### src/rtl/psychic5_video_pkg.sv
// Shared raster constants and pattern encoding for the Psychic 5 video timing source.
package psychic5_video_pkg;

    // Counter limits: H runs 128..511, V runs 248..511 (384 x 264 enables per frame)
    localparam logic [8:0] HMin = 9'd128;
    localparam logic [8:0] HMax = 9'd511;
    localparam logic [8:0] VMin = 9'd248;
    localparam logic [8:0] VMax = 9'd511;

    // Active window: a picture line starts at H=269 and spills into H=128..140 of the next line
    localparam logic [8:0] HActStart = 9'd269;
    localparam logic [8:0] HActLast  = 9'd140;
    localparam logic [8:0] HActEnd   = 9'd141;
    localparam logic [8:0] VActStart = 9'd272;
    localparam logic [8:0] VActLast  = 9'd495;
    localparam logic [8:0] VVisLast  = 9'd496;

    // X of the first pixel in the spill-over segment (243)
    localparam logic [8:0] XTailBase = HMax - HActStart + 9'd1;

    // Sync windows (inclusive)
    localparam logic [8:0] HSyncStart = 9'd160;
    localparam logic [8:0] HSyncEnd   = 9'd191;
    localparam logic [8:0] VSyncStart = 9'd252;
    localparam logic [8:0] VSyncEnd   = 9'd255;

    typedef enum logic [1:0] {
        PatBars     = 2'd0,
        PatChecker  = 2'd1,
        PatGradient = 2'd2,
        PatSolid    = 2'd3
    } pat_e;

    // Inclusive range test on a 9-bit counter value
    function automatic logic in_range(input logic [8:0] val, input logic [8:0] lo,
                                      input logic [8:0] hi);
        return (val >= lo) && (val <= hi);
    endfunction

endpackage

### src/rtl/psychic5_patterngen.sv
// Combinational RGB444 test-pattern lookup from picture coordinates.
module psychic5_patterngen
    import psychic5_video_pkg::*;
(
    input  logic [7:0]  x_i,
    input  logic [7:0]  y_i,
    input  logic [1:0]  pat_i,
    input  logic [11:0] solid_i,
    output logic [11:0] rgb_o
);

    // Select the pattern colour for this pixel
    always_comb begin
        rgb_o = 12'h000;
        unique case (pat_e'(pat_i))
            // Bar index is X[7:5]; each bit drives one full colour channel
            PatBars:     rgb_o = {{4{x_i[7]}}, {4{x_i[6]}}, {4{x_i[5]}}};
            PatChecker:  rgb_o = (x_i[3] ^ y_i[3]) ? 12'hFFF : 12'h000;
            PatGradient: rgb_o = {x_i[7:4], y_i[7:4], x_i[7:4] ^ y_i[7:4]};
            PatSolid:    rgb_o = solid_i;
            default:     rgb_o = 12'h000;
        endcase
    end

endmodule

### src/rtl/psychic5_videogen.sv
// Psychic 5 raster timing and test-pattern generator. Counters, blanking, sync and pixel data
// are all registered and advance together on the active-low 6 MHz enable; data is computed
// from next-state coordinates so it never lags the counters.
// Optional build macro: PSYCHIC5_VIDEOGEN_SCROLL_EN scrolls the pattern left one pixel/frame.
module psychic5_videogen
    import psychic5_video_pkg::*;
(
    input  logic        i_EMU_MCLK,
    input  logic        i_EMU_MRST_n,
    input  logic        i_EMU_CLK6MPCEN_n,
    input  logic [1:0]  i_PATSEL,
    input  logic [11:0] i_SOLID,
    output logic [8:0]  o_HCOUNTER,
    output logic [8:0]  o_VCOUNTER,
    output logic        o_HBLANK_n,
    output logic        o_VBLANK_n,
    output logic        o_HSYNC_n,
    output logic        o_VSYNC_n,
    output logic [11:0] o_VIDEODATA,
    output logic [15:0] o_FRAME
);

    logic [8:0]  h_q, h_d;
    logic [8:0]  v_q, v_d;
    logic        act_q, act_d;
    logic [7:0]  y_q, y_d;
    logic        hblank_n_q, hblank_n_d;
    logic        vblank_n_q, vblank_n_d;
    logic        hsync_n_q, hsync_n_d;
    logic        vsync_n_q, vsync_n_d;
    logic [11:0] video_q, video_d;
    logic [15:0] frame_q, frame_d;
    logic [1:0]  pat_q, pat_d;
    logic [11:0] solid_q, solid_d;

    logic        h_wrap;
    logic        v_wrap;
    logic [7:0]  x_d;
    logic [7:0]  x_pat;
    logic [11:0] rgb;

    // Raster counters: H wraps every 384 enables, V steps on each H wrap
    always_comb begin
        h_wrap = (h_q == HMax);
        v_wrap = h_wrap && (v_q == VMax);
        h_d    = h_wrap ? HMin : h_q + 9'd1;
        v_d    = v_q;
        if (h_wrap) begin
            v_d = (v_q == VMax) ? VMin : v_q + 9'd1;
        end
    end

    // Active flag and latched picture row; the flag survives the H wrap so the
    // 128..140 spill-over segment keeps the previous line's Y
    always_comb begin
        act_d = act_q;
        y_d   = y_q;
        if ((h_d == HActStart) && in_range(v_d, VActStart, VActLast)) begin
            act_d = 1'b1;
            y_d   = 8'(v_d - VActStart);
        end else if (h_d == HActEnd) begin
            act_d = 1'b0;
        end
    end

    // Picture column for the next pixel; only meaningful while act_d is set
    always_comb begin
        if (h_d <= HActLast) begin
            x_d = 8'(h_d - HMin + XTailBase);
        end else begin
            x_d = 8'(h_d - HActStart);
        end
`ifdef PSYCHIC5_VIDEOGEN_SCROLL_EN
        x_pat = x_d + frame_q[7:0];
`else
        x_pat = x_d;
`endif
    end

    psychic5_patterngen u_patterngen (
        .x_i     (x_pat),
        .y_i     (y_d),
        .pat_i   (pat_q),
        .solid_i (solid_q),
        .rgb_o   (rgb)
    );

    // Frame counter and per-frame pattern latch, both updated only on the V wrap
    always_comb begin
        frame_d = frame_q;
        pat_d   = pat_q;
        solid_d = solid_q;
        if (v_wrap) begin
            frame_d = frame_q + 16'd1;
            pat_d   = i_PATSEL;
            solid_d = i_SOLID;
        end
    end

    // Blanking, sync and pixel data derived from next-state coordinates
    always_comb begin
        hblank_n_d = act_d;
        vblank_n_d = in_range(v_d, VActStart, VVisLast);
        hsync_n_d  = !in_range(h_d, HSyncStart, HSyncEnd);
        vsync_n_d  = !in_range(v_d, VSyncStart, VSyncEnd);
        video_d    = act_d ? rgb : 12'h000;
    end

    // State registers: async reset, advance only on enabled MCLK edges
    always_ff @(posedge i_EMU_MCLK or negedge i_EMU_MRST_n) begin
        if (!i_EMU_MRST_n) begin
            h_q        <= HMin;
            v_q        <= VMin;
            act_q      <= 1'b0;
            y_q        <= 8'd0;
            hblank_n_q <= 1'b0;
            vblank_n_q <= 1'b0;
            hsync_n_q  <= 1'b1;
            vsync_n_q  <= 1'b1;
            video_q    <= 12'h000;
            frame_q    <= 16'd0;
            pat_q      <= 2'd0;
            solid_q    <= 12'h000;
        end else if (!i_EMU_CLK6MPCEN_n) begin
            h_q        <= h_d;
            v_q        <= v_d;
            act_q      <= act_d;
            y_q        <= y_d;
            hblank_n_q <= hblank_n_d;
            vblank_n_q <= vblank_n_d;
            hsync_n_q  <= hsync_n_d;
            vsync_n_q  <= vsync_n_d;
            video_q    <= video_d;
            frame_q    <= frame_d;
            pat_q      <= pat_d;
            solid_q    <= solid_d;
        end
    end

    assign o_HCOUNTER  = h_q;
    assign o_VCOUNTER  = v_q;
    assign o_HBLANK_n  = hblank_n_q;
    assign o_VBLANK_n  = vblank_n_q;
    assign o_HSYNC_n   = hsync_n_q;
    assign o_VSYNC_n   = vsync_n_q;
    assign o_VIDEODATA = video_q;
    assign o_FRAME     = frame_q;

endmodule

### config.mk
export PLATFORM = sky130hd
export DESIGN_NAME = psychic5_videogen
export DESIGN_NICKNAME = d
export VERILOG_FILES = /design/src/rtl/psychic5_video_pkg.sv /design/src/rtl/psychic5_patterngen.sv /design/src/rtl/psychic5_videogen.sv
export SDC_FILE = /design/constraint.sdc
export NUM_CORES = 1
export LEC_CHECK = 0
export BUFFER_PORTS_ARGS = -buffer_cell sky130_fd_sc_hd__buf_2
export CORE_ASPECT_RATIO = 1.1
export CORE_MARGIN = 5
export CORE_UTILIZATION = 53
export DETAILED_ROUTE_END_ITERATION = 16
export PLACE_DENSITY_LB_ADDON = 0.08
export SYNTH_ARGS = -nofsm -noshare
export SYNTH_HDL_FRONTEND = slang
export SYNTH_SLANG_ARGS = --single-unit
### constraint.sdc
create_clock -name i_EMU_MCLK -period 4.3 [get_ports i_EMU_MCLK]
set_input_delay 0.43 -clock i_EMU_MCLK [delete_from_list [all_inputs] [get_ports i_EMU_MCLK]]
set_output_delay 0.43 -clock i_EMU_MCLK [all_outputs]
set_load 0.1 [all_outputs]
## Word level (Yosys, flattened, before mapping)

Cells that the tools add are included.

| cells by class | value |
|---|---|
| add/sub/neg operators | 7 |
| order comparisons | 8 |
| equality and inequality tests | 7 |
| muxes and demuxes | 10 |
| bitwise operators | 3 |
| reductions and logical operators | 11 |

Operators by type and width:

| cell | count |
|---|---|
| 12-bit one-hot mux with 4 select lines | 1 |
| 9-bit == test, second input constant | 3 |
| 9-bit by 8-bit less-or-equal comparator with 1-bit output, second input constant | 3 |
| 9-bit 2-to-1 mux | 3 |
| 12-bit 2-to-1 mux | 2 |
| 9-bit by 1-bit adder with 9-bit output, second input constant | 2 |
| 9-bit by 8-bit >= comparator with 1-bit output, second input constant | 2 |
| 9-bit less-or-equal comparator, second input constant | 2 |
| 16-bit by 1-bit adder with 16-bit output, second input constant | 1 |
| 8-bit 2-to-1 mux | 2 |
| 9-bit by 8-bit == test with 1-bit output, second input constant | 1 |
| 9-bit >= comparator, second input constant | 1 |
| 8-bit adder, second input constant | 1 |
| 8-bit by 4-bit subtractor with 8-bit output, second input constant | 1 |
| 8-bit by 5-bit subtractor with 8-bit output, second input constant | 1 |
| 8-bit subtractor, second input constant | 1 |
| 1-bit logical AND | 6 |
| 2-bit == test, second input constant | 2 |
| 2-bit AND reduction | 2 |
| 4-bit XOR | 1 |
| 2-bit by 1-bit == test with 1-bit output, second input constant | 1 |
| 1-bit zero test | 2 |
| 2-bit zero test | 1 |
| 1-bit 2-to-1 mux | 2 |
| 2 further kinds | 2 |

| storage, ports and cells | value |
|---|---|
| register bits | 72 |
| output and inout port bits | 50 |
| word-level logic and storage cells | 58 |

## Logic depth before layout (Yosys ltp)

Gate-level depths: netlist of the first run.

| logic depth | value |
|---|---|
| word-level depth | 11 |
| depth in mapped cells | 18 |

## Hierarchy

From an unflattened synthesis of the first run, not the netlist that was laid out.

| unflattened totals | value |
|---|---|
| cells, all modules | 481 |
| area total of the unflattened synthesis | 4583.1 um^2 |

Modules (own cells, without submodules):

| module | times used | cells an instance | area an instance (um^2) |
|---|---|---|---|
| psychic5_videogen | 1 | 438 | 4229.1 |
| psychic5_patterngen | 1 | 43 | 354.1 |

## Worst setup path before layout of the first run

No wires, ideal clock.

| timing | value |
|---|---|
| path kind | reg2reg |
| start | register h_q[3], in the netlist o_HCOUNTER[3] |
| end | register video_q[5], in the netlist o_VIDEODATA[5] |
| data arrival time | 4.423 ns |
| path slack | -0.257 ns |
| cell stages (with the launch flop) | 18 |
| buffers on the path | 3 |
| cell sequence | dfrtp_1 > buf_2 > and4_1 > and4_1 > ha_1 > clkbuf_1 > buf_2 > nand2_1 > nor2_1 > a21oi_1 > inv_1 > ha_1 > nand4_1 > a2111oi_4 > o21a_4 > mux2_2 > a2111oi_0 > o21ai_0 |

| between the ends | value |
|---|---|
| word-level cells in the longest chain between the ends | 10 |
| elaborated cells between the ends (all ways) | 23 |
| classes of those cells | 5 x add/sub; 3 x order compare; 3 x eq/ne; 9 x mux; 1 x bitwise; 2 x reduce/logical |

RTL lines:

| what | line | source |
|---|---|---|
| from (decl) | psychic5_videogen.sv:23 | `logic [8:0] h_q, h_d;` |
| from (signal assigned) | psychic5_videogen.sv:112 | `h_q <= HMin;` |
| 9-bit == test * | psychic5_videogen.sv:44 | `h_wrap = (h_q == HMax);` |
| 9-bit 2-to-1 mux * | psychic5_videogen.sv:48 | `if (h_wrap) begin` |
| named net v_d[4] | psychic5_videogen.sv:24 | `logic [8:0] v_q, v_d;` |
| 9-bit >= comparator / 9-bit less-or-equal comparator (equally long branches) | psychic5_video_pkg.sv:37 | `return (val >= lo) && (val <= hi);` |
| 1-bit logical AND | psychic5_video_pkg.sv:37 |  |
| 1-bit logical AND | psychic5_videogen.sv:58 | `if ((h_d == HActStart) && in_range(v_d, VActStart, VActLast)) begin` |
| 8-bit 2-to-1 mux | psychic5_videogen.sv:58 |  |
| 1-bit XOR | psychic5_patterngen.sv:18 | `PatChecker: rgb_o = (x_i[3] ^ y_i[3]) ? 12'hFFF : 12'h000;` |
| 12-bit 2-to-1 mux | psychic5_patterngen.sv:18 |  |
| 12-bit one-hot mux with 4 select lines | psychic5_patterngen.sv:15 | `unique case (pat_e'(pat_i))` |
| 12-bit 2-to-1 mux * | psychic5_videogen.sv:106 | `video_d = act_d ? rgb : 12'h000;` |
| to (signal assigned) | psychic5_videogen.sv:133 | `video_q <= video_d;` |
| to (decl) | psychic5_videogen.sv:31 | `logic [11:0] video_q, video_d;` |

The timed path passes the listed nets; every way through them passes the cells marked *.
A chain may end at the register's enable or synchronous reset.

## Final worst setup path of the first run

| timing | value |
|---|---|
| start | register h_q[4], in the netlist o_HCOUNTER[4] |
| end | register video_q[5], in the netlist o_VIDEODATA[5] |

Same word-level chain as after synthesis.

==> results of run 1 <==
-- cells by family after synthesis --
family          after synthesis  share of synthesized area
mux                          27                    0.07220
simple gates                168                     0.2046
flops                        69                     0.4176
buf+inv                      36                    0.03971
xor+xnor                     35                    0.07371
compound gates               99                     0.1682
fa+ha+maj                     8                    0.02407
-- state kept, by name, indices dropped and copies added (netlist names) --
name,cells
o_VIDEODATA,12
o_FRAME,16
o_HCOUNTER,9
solid_q,12
o_VSYNC_n,1
o_VBLANK_n,1
o_VCOUNTER,9
pat_q,2
o_HBLANK_n,1
y_q,5
o_HSYNC_n,1
-- Yosys cell counts, types with 4 or more instances --
cell type  count
a211oi_1       4
a21oi_1       19
and2_1         5
and3_1         5
and4_1         5
buf_2          4
clkbuf_1      18
dfrtp_1       61
dfstp_2        8
ha_1           8
inv_1          8
mux2_2        24
nand2_1       56
nand3_1       18
nand4_1       14
nor2_1        28
nor2b_1        4
nor3_1         8
o211ai_1       5
o21ai_0       26
o221ai_1       5
or3_1          5
xnor2_1       22
xor2_1        13
-- final cells by class --
class	instances	area [sq um]
flip-flops and latches	69	1745
multi-input cells	337	2272
fillers	666	2795
clock inverters	7	75.07
inverters	8	30.03
clock buffers	9	123.9
well taps	105	131.4
repair buffers	73	382.9
-- layout by cell type (no fill, tap or decap), types with 4 or more instances in the layout --
cell / count
nand4_1: 14
nor3_1: 8
nand3_1: 18
mux2_2: 24
ha_1: 7
xnor2_1: 22
buf_2: 66
a21oi_1: 19
nor2_1: 27
and3_1: 5
nor2b_1: 4
inv_1: 8
dfrtp_2: 7
or3_1: 5
and4_1: 5
clkbuf_8: 9
a211oi_1: 4
o221ai_1: 5
dfstp_2: 8
nand2_1: 56
o21ai_0: 26
xor2_1: 13
buf_4: 7
o211ai_1: 5
and2_1: 5
dfrtp_1: 54
-- timing repair --
action                     CTS  global route
resized for setup            0             3
setup endpoints to repair    0             9
hold buffers                 0             0
-- metal layers --
layer	vias up	global-route usage	share of wire
met5	-	0	0
met4	0	0.04661	0.0093
met3	7	0.05036	0.039
met2	82	0.3553	0.49
met1	1725	0.3001	0.46
li1	1715	-	-
-- metrics by stage --
| step | utilization | hold WS (ns) | std cells | area, sq um |
|---|---|---|---|---|
| after floorplan | - | 0.1344 | 442 | 4168 |
| after global placement | 0.6018 | 0.4566 | 592 | 4547 |
| after detailed placement | 0.6018 | 0.4701 | 592 | 4547 |
| after CTS | 0.6281 | 0.2404 | 608 | 4746 |
| after global routing | 0.6301 | 0.2875 | 608 | 4761 |
| final | 0.6301 | 0.2172 | 608 | 4761 |
-- worst max-delay path, cell delays in order (launching register included) --
cell and delay [ns]:
dfrtp_2 0.44, and4_1 0.28, and4_1 0.25, ha_4 0.22, nand4_1 0.19, xnor2_1 0.26
a21oi_1 0.16, inv_1 0.12, ha_1 0.16, nand4_1 0.15, a2111oi_4 0.40, o21a_4 0.30
mux2_2 0.36, a2111oi_0 0.35, o21ai_0 0.13
-- worst min-delay path by stage --
stage,start,endpoint,slack [ns],cells past startpoint
global placement,o_FRAME[15],o_FRAME[15],0.46,1
floorplan,i_EMU_MRST_n,o_FRAME[0],0.13,0
detailed placement,o_FRAME[15],o_FRAME[15],0.47,1
finish,i_EMU_MRST_n,o_HCOUNTER[8],0.22,1
CTS,i_EMU_MRST_n,o_HCOUNTER[8],0.24,1
global route,i_EMU_MRST_n,o_HCOUNTER[8],0.29,1
-- power by group --
group	switching, mW	leakage, nW	internal, mW
combinational	0.480	1.13	0.173
sequential	0.0651	0.890	0.696
clock	0.267	0.0918	0.269
total	0.812	2.11	1.14
==> run summary, run 1 <==
Post-synth top flop - dfrtp_1
Syn_nets - 467
YS warnings - 0
DRT iter0 DRCs - 134
Max-slew violations - 0
Setup violators final - 0
Cell Rows - 33
Place WS - 0.1819 ns
Port Buffer Count - 66
Layout area overhead - 14.47%
Reg2reg start - o_HCOUNTER[4]
Largest net degree at the start of global routing - 42
Worst-case clock buffer depth - 2
Core ar. - 7556 sq um
Worst setup EP type - flip-flop
RSZ-0062 raised after global routing - false
CP arrival - 4.11 ns
Avg Inst Size Synth - 9.409 sq um
Final Cycle Share - 0.9036
Initial Util - 0.5504
FF-to-FF path depth - 14
Worst slew margin - 0.3731
Total clock buffers created by CTS - 9
Total power - 1.950 mW
Vias per cell - 5.804
Detailed placement HPWL - 7213 um
Post-layout worst setup margin - 0.4145 ns
Worst Setup SP - o_HCOUNTER[4]
Initial antenna violation count - 0
Outcome - completed
Worst Skew - 0.009046 ns
Area share of the largest cell type after synthesis - 0.3670
Setup TNS - 0 ns
Worst IR Drop VDD - 316.1 uV
Gate Count Post-Synth - 442
Peak fanout along the critical path - 16
CTS tree - yes
Synth top area cells - dfrtp_1 (37%), mux2_2 (6.5%), dfstp_2 (5.1%), nand2_1 (5.1%), xnor2_1 (4.6%)
Biggest area consumer among synthesized cells - dfrtp_1
Data required time of the worst path - 4.52 ns
Power per Cell Area - 409.6 nW/um^2
Seq cells post-synth - 69
GRT Overall Usage - 0.2181
Post-CTS Setup Bufs - 0
Final nets - 523
Vias post-DR - 3529
Synthesized area - 4159 sq um
Die area - 9720 sq um
Root Buffer - clkbuf_8
Fin. Hold Viols - 0
R2R setup slack - 0.41 ns
Ports - 67
Post-Route WL - 9960 um
Clock period minus worst slack - 3.885 ns
GPL Wtd Cong - 0.8770
Hold WC Path Type - input pin to async pin
Layout cells sized above 1 - 0.2783
First-pass GRT wire length - 16730 um
Startpoint Class - flip-flop
DR DRC count - 0
Antenna-violating nets left - 0
Worst-path clk slew - 0.08 ns
1st-pass router iterations - 4
FMAX - 257.4 MHz
# H-tree levels - 3
Die X - 94.46 um
Post-synthesis cell type count - 68
Max-Cap Viols - 0
Worst r2r dst - o_VIDEODATA[5]
Sequential share of the synthesized area - 0.4176
Critical path class - flip-flop to flip-flop
Vias in the first global route - 3384
Post-synth ARST share - 1.000
CTS sink cnt - 69
Worst-skew pair later-pin latency - 0.35 ns
Wire per inst - 16.38 um
Chip Height - 102.9 um
End of the critical path - o_VIDEODATA[5]
EDFF count, synth - 0
Leakage - 2.111 nW
Antenna diodes - 0
Grt total ovfl - 0
Worst slew pin tran - 0.9403 ns
Note: power is estimated with default switching activity, not from simulation.
==> run 2, diff against run 1 <==
==> constraint.sdc (replaced) <==
create_clock -name i_EMU_MCLK -period 4 [get_ports i_EMU_MCLK]
set_input_delay 0.4 -clock i_EMU_MCLK [delete_from_list [all_inputs] [get_ports i_EMU_MCLK]]
set_output_delay 0.4 -clock i_EMU_MCLK [all_outputs]
set_load 0.1 [all_outputs]
==> run summary, run 2 (synthesized netlist as in run 1, its figures left out) <==
Worst-case clock buffer depth - 2 (unchanged)
Worst IR Drop VDD - 224.4 uV (-29%)
Max-slew violations - 0 (unchanged)
Worst slew margin - 0.4833 (+0.1102)
FMAX - 262.2 MHz (+1.9%)
DP Area - 4591 sq um (+0.96%)
Switching power - 0.8806 mW (+8.4%)
Max reg flops - 16 (unchanged)
GPL Wtd Cong - 0.9603 (+9.5%)
Crit-path cells - and4_1 -> and4_1 -> ha_2 -> nand2_1 -> nor2_2 -> xnor2_1 -> nand2_2 -> inv_1 -> ha_1 -> nand4_1 -> a2111oi_4 -> o21a_4 -> mux2_2 -> a2111oi_0 -> o21ai_0
Power per Cell Area - 427.7 nW/um^2 (+4.4%)
Cell Rows - 33 (unchanged)
Outcome - completed
# H-tree levels - 3 (unchanged)
Largest incremental delay on the critical path - 0.47 ns (+0.03 ns)
Final nets - 529 (+1.1%)
Most frequent cells in the layout - buf_2 (66), nand2_1 (55), dfrtp_1 (54)
Total clock buffers created by CTS - 9 (unchanged)
R2R setup slack - 0.19 ns (-0.23 ns)
Worst path bufs/invs - 1 (unchanged)
Worst-skew pair later-pin latency - 0.35 ns (about the same)
Initial Util - 0.5504 (unchanged)
Max-Cap Viols - 0 (unchanged)
Post-layout util - 0.6349 (+0.004802)
Antenna diodes - 0 (unchanged)
First-pass GRT wire length - 16700 um (-0.13%)
Root Buffer - clkbuf_8
Largest net degree at the start of global routing - 37 (-12%)
Clk pwr share - 0.253 (-0.022)
Post-Route WL - 10040 um (+0.84%)
Startpoint Class - flip-flop
Top cell family by delay on the critical path - simple AND/OR/NAND/NOR gates
Vias post-DR - 3570 (+1.2%)
Data required time of the worst path - 4.22 ns (-0.30 ns)
Fin. Hold Viols - 0 (unchanged)
Detailed placement HPWL - 7165 um (-0.65%)
1st-pass router iterations - 4 (unchanged)
Core ar. - 7556 sq um (unchanged)
Ports - 67 (unchanged)
Cell internal pwr - 1.171 mW (+2.9%)
Worst Skew - 0.01144 ns (+0.002392 ns)
Chip Height - 102.9 um (unchanged)
Critical path class - flip-flop to flip-flop
Commonest non-fill, non-tap cell in the layout - buf_2
Setup violators final - 0 (unchanged)
CTS hold repair buffers - 0 (unchanged)
DR DRC count - 0 (unchanged)
Leakage - 2.128 nW (+0.79%)
Sequential share of power - 0.404 (+0.014)
Vias in the first global route - 3545 (+4.8%)
Hold WC Path Type - input pin to async pin
Layout area overhead - 15.34%
Die X - 94.46 um (unchanged)
Antenna-violating nets left - 0 (unchanged)
Hold Slack - 0.1238 ns (-0.09342 ns)
Wire per inst - 16.36 um (-0.14%)
Final Cycle Share - 0.9535 (+0.04992)
Worst r2r dst - o_VIDEODATA[5]
Reg2reg start - o_HCOUNTER[4]
Grt total ovfl - 0 (unchanged)
Sw Share - 0.4291 (+0.01271)
Comb power frac - 0.343 (+0.008)
DRT iter0 DRCs - 161 (+20%)
Initial antenna violation count - 0 (unchanged)
Worst setup EP type - flip-flop
CTS sink cnt - 69 (unchanged)
Worst slew pin tran - 0.7750 ns (-0.1654 ns)
Worst-path clk slew - 0.08 ns (about the same)
Slowest CP cell - dfrtp_4
Peak fanout along the critical path - 9 (-7)
CP arrival - 4.03 ns (-0.08 ns)
CTS tree - yes
Vias per cell - 5.814 (+0.17%)
GRT Overall Usage - 0.2180 (about the same)
FF-to-FF path depth - 15 (+1)
Port Buffer Count - 66 (unchanged)
Die area - 9720 sq um (unchanged)
Fin area - 4797 sq um (+0.76%)
Layout cells sized above 1 - 0.2908 (+0.01244)
RSZ-0062 raised after global routing - true
CP most frequent cell - and4_1
Clock period minus worst slack - 3.814 ns (-0.07139 ns)
-- run 2: power by group through the flow --
stage	Clock (mW)	Sequential, mW	Combinational [mW]
floorplan	0	1.05	0.352
global placement	0	0.836	0.695
CTS	0.534	0.827	0.702
global route	0.560	0.838	0.756
finish	0.519	0.829	0.704
detailed placement	0	0.840	0.698
-- run 2: final cells by class --
type                       instances  area (sq um)
fill                             653          2759
timing repair buffer              79         427.9
clock buffer                      10         127.6
inverter                           8         30.03
tap                              105         131.4
multi-input combinational        337          2272
sequential                        69          1760
clock inverter                     6         47.55
-- run 2: metrics by stage --
step                      total power, mW  instances  setup WS, ns  setup TNS (ns)
after floorplan                     1.403        442       0.02015               0
after global placement              1.531        595        0.1864               0
after CTS                           2.063        614       0.04785               0
after detailed placement            1.538        595       0.01922               0
final                               2.052        614        0.1859               0
after global routing                2.155        614      -0.02807        -0.03060
-- run 2: worst register-to-register path: cells and delay by family, from the launching register on --
kind                       cells  cell delay, ns
and+or+nand+nor                6            1.11
muxes                          1            0.33
buffers and inverters          1            0.11
adders and majority gates      2            0.37
AOI/OAI and AO/OA              4            1.11
xor gates and xnor gates       1            0.21
DFF                            1            0.47
-- run 2: worst max path at each step --
stage	from	endpoint	slack (ns)	cells past startpoint
floorplan	o_HCOUNTER[4]	o_VIDEODATA[5]	0.02	17
global placement	o_HCOUNTER[4]	o_VIDEODATA[5]	0.19	15
detailed placement	o_HCOUNTER[4]	o_VIDEODATA[5]	0.02	15
CTS	o_HCOUNTER[4]	o_VIDEODATA[5]	0.05	15
global route	o_HCOUNTER[4]	o_VIDEODATA[4]	-0.03	16
finish	o_HCOUNTER[4]	o_VIDEODATA[5]	0.19	15
-- run 2: metal layers --
layer / track usage / vias to the layer above / share of wire
met4: 0.08990 / 0 / 0.021
met3: 0.04015 / 19 / 0.050
met1: 0.2953 / 1723 / 0.46
met5: 0 / - / 0
met2: 0.3472 / 101 / 0.46
li1: - / 1727 / -
-- run 2: what timing repair did --
action                                  in CTS  in global routing
gates resized for setup                      0                  5
pin swaps                                    0                  1
endpoints found under the setup margin       1                 16
endpoints found under the hold margin        0                  0
setup buffers                                3                  0
==> run 3, diff against run 2 <==
--- a/config.mk
+++ b/config.mk
@@ -8,7 +8,7 @@
 export BUFFER_PORTS_ARGS = -buffer_cell sky130_fd_sc_hd__buf_2
 export CORE_ASPECT_RATIO = 1.1
 export CORE_MARGIN = 5
-export CORE_UTILIZATION = 53
+export CORE_UTILIZATION = 52
 export DETAILED_ROUTE_END_ITERATION = 16
 export PLACE_DENSITY_LB_ADDON = 0.08
 export SYNTH_ARGS = -nofsm -noshare
==> constraint.sdc (replaced) <==
create_clock -name i_EMU_MCLK -period 3.37 [get_ports i_EMU_MCLK]
set_input_delay 0.337 -clock i_EMU_MCLK [delete_from_list [all_inputs] [get_ports i_EMU_MCLK]]
set_output_delay 0.337 -clock i_EMU_MCLK [all_outputs]
set_load 0.1 [all_outputs]
==> run summary, run 3 (synthesized netlist as in run 1, its figures left out) <==
Failing checks - setup timing
Worst-skew pair later-pin latency - 0.35 ns (about the same)
Worst Skew - 0.01264 ns (+0.001203 ns)
Outcome - complete, but fails checks
Cell Rows - 34 (+3.0%)
CTS sink cnt - 69 (unchanged)
Post-Route WL - 11770 um (+17%)
Worst-path clk slew - 0.08 ns (about the same)
Place WS - -0.1700 ns (-0.1893 ns)
Fin. Hold Viols - 0 (unchanged)
GRT Overall Usage - 0.2471 (+0.02908)
Critical path class - flip-flop to flip-flop
Total clock buffers created by CTS - 9 (unchanged)
Largest net degree at the start of global routing - 46 (+24%)
Port Buffer Count - 66 (unchanged)
GPL Wtd Cong - 0.8796 (-8.4%)
Root Buffer - clkbuf_8
# H-tree levels - 3 (unchanged)
First-pass GRT wire length - 19460 um (+17%)
Startpoint Class - flip-flop
Vias post-DR - 4016 (+12%)
Peak fanout along the critical path - 7 (-2)
Post-layout util - 0.7068 (+0.07196)
Worst IR Drop VDD - 275.0 uV (+23%)
Final Cycle Share - 1.040 (+0.08677)
Chip Height - 103.8 um (+0.86%)
DRT iter0 DRCs - 167 (+3.7%)
Vias per cell - 5.906 (+1.6%)
Initial antenna violation count - 0 (unchanged)
Power per Cell Area - 491.2 nW/um^2 (+15%)
CP arrival - 3.73 ns (-0.30 ns)
1st-pass router iterations - 5 (+1)
Die area - 9889 sq um (+1.7%)
Leakage - 2.511 nW (+18%)
Worst slew pin tran - 1.019 ns (+0.2444 ns)
Grt total ovfl - 0 (unchanged)
Max-Cap Viols - 0 (unchanged)
DR DRC count - 0 (unchanged)
Ports - 67 (unchanged)
Data required time of the worst path - 3.60 ns (-0.62 ns)
Detailed placement HPWL - 7824 um (+9.2%)
Core ar. - 7870 sq um (+4.2%)
Max-slew violations - 0 (unchanged)
Worst slew margin - 0.3204 (-0.1630)
# fillers - 621 (-4.9%)
Antenna-violating nets left - 0 (unchanged)
FMAX - 285.2 MHz (+8.8%)
Worst setup EP type - flip-flop
Most frequent cells in the layout - buf_2 (66), buf_4 (66), nand2_1 (53)
Setup violators final - 12 (+12)
Max reg flops - 16 (unchanged)
Setup TNS - -1.008 ns (-1.008 ns)
Post-layout worst setup margin - -0.1358 ns (-0.3217 ns)
Hold WC Path Type - input pin to async pin
Worst-case clock buffer depth - 2 (unchanged)
Clock period minus worst slack - 3.506 ns (-0.3083 ns)
Layout area overhead - 33.75%
RSZ-0062 raised after global routing - true
Layout cells sized above 1 - 0.4213 (+0.1306)
FF-to-FF path depth - 16 (+1)
Final nets - 592 (+12%)
Wire per inst - 17.31 um (+5.8%)
Vias in the first global route - 3996 (+13%)
Die X - 95.27 um (+0.86%)
Antenna diodes - 0 (unchanged)
Initial Util - 0.5285 (-0.02196)
CTS tree - yes
[run 3: cell count changes in the layout (fill, tap and decap cells not counted), sizes merged]
cell | before | now
buf | 79 | 142
bufinv | 0 | 1
clkinv | 0 | 3
clkinvlp | 4 | 2
inv | 10 | 8
[run 3: layout make-up]
class | instances | area, sq um | area share
Multi-Input combinational cell | 337 | 2496 | 0.4487
Sequential cell | 69 | 1763 | 0.3169
Timing Repair Buffer | 142 | 947.2 | 0.1703
Tap cell | 108 | 135.1 | 0.02429
Clock buffer | 10 | 127.6 | 0.02294
Clock inverter | 6 | 63.81 | 0.01147
Inverter | 8 | 30.03 | 0.005398
[run 3: where the power goes]
part | switching, mW | internal (mW)
sequential | 0.0528 | 0.897
clock | 0.330 | 0.341
combinational | 0.725 | 0.387
total | 1.11 | 1.62
[run 3: metrics by stage]
stage	hold slack (ns)	cells	area, sq um	total power [mW]
2_1_floorplan	0.04141	442	4288	1.693
3_3_place_gp	0.4552	632	4932	1.918
3_5_place_dp	0.4755	632	4932	1.933
4_1_cts	0.1721	672	5435	2.686
5_1_grt	0.1951	680	5563	2.865
6_report	0.1602	680	5563	2.733
[run 3: routing by layer]
layer,vias to the layer above,part of all wire,track usage
li1,1856,-,-
met1,1947,0.42,0.3212
met2,171,0.49,0.3892
met3,42,0.067,0.05729
met4,0,0.030,0.1062
met5,-,0,0
[run 3: critical path: stages, from the launching register on]
cell	delay [ns]
dfrtp_4	0.41
and4_4	0.23
and4_4	0.22
ha_4	0.18
buf_6	0.11
nand2_4	0.06
nor2_4	0.15
xnor2_2	0.15
nand2_2	0.09
buf_4	0.14
buf_6	0.11
ha_1	0.17
mux2_4	0.28
o21a_4	0.25
or4b_2	0.63
o211ai_1	0.12
o31ai_1	0.09
[run 3: final timing paths]
path                          startpoint             end  slack (ns)
max reg2reg                o_HCOUNTER[5]  o_VIDEODATA[6]       -0.14
max                        o_HCOUNTER[5]  o_VIDEODATA[6]       -0.14
min reg2reg                  o_FRAME[15]     o_FRAME[15]        0.49
min                         i_EMU_MRST_n   o_HCOUNTER[5]        0.16
max in group asynchronous   i_EMU_MRST_n   o_VCOUNTER[7]        2.33
min in group i_EMU_MCLK      i_PATSEL[0]        pat_q[0]        0.20
[run 3: what timing repair did]
action                     CTS  global route
gates resized for setup     27            22
pin swaps                   20            15
setup endpoints to repair   13            18
hold endpoints to repair     0             0
hold buffers                 0             0
setup buffers               24             8
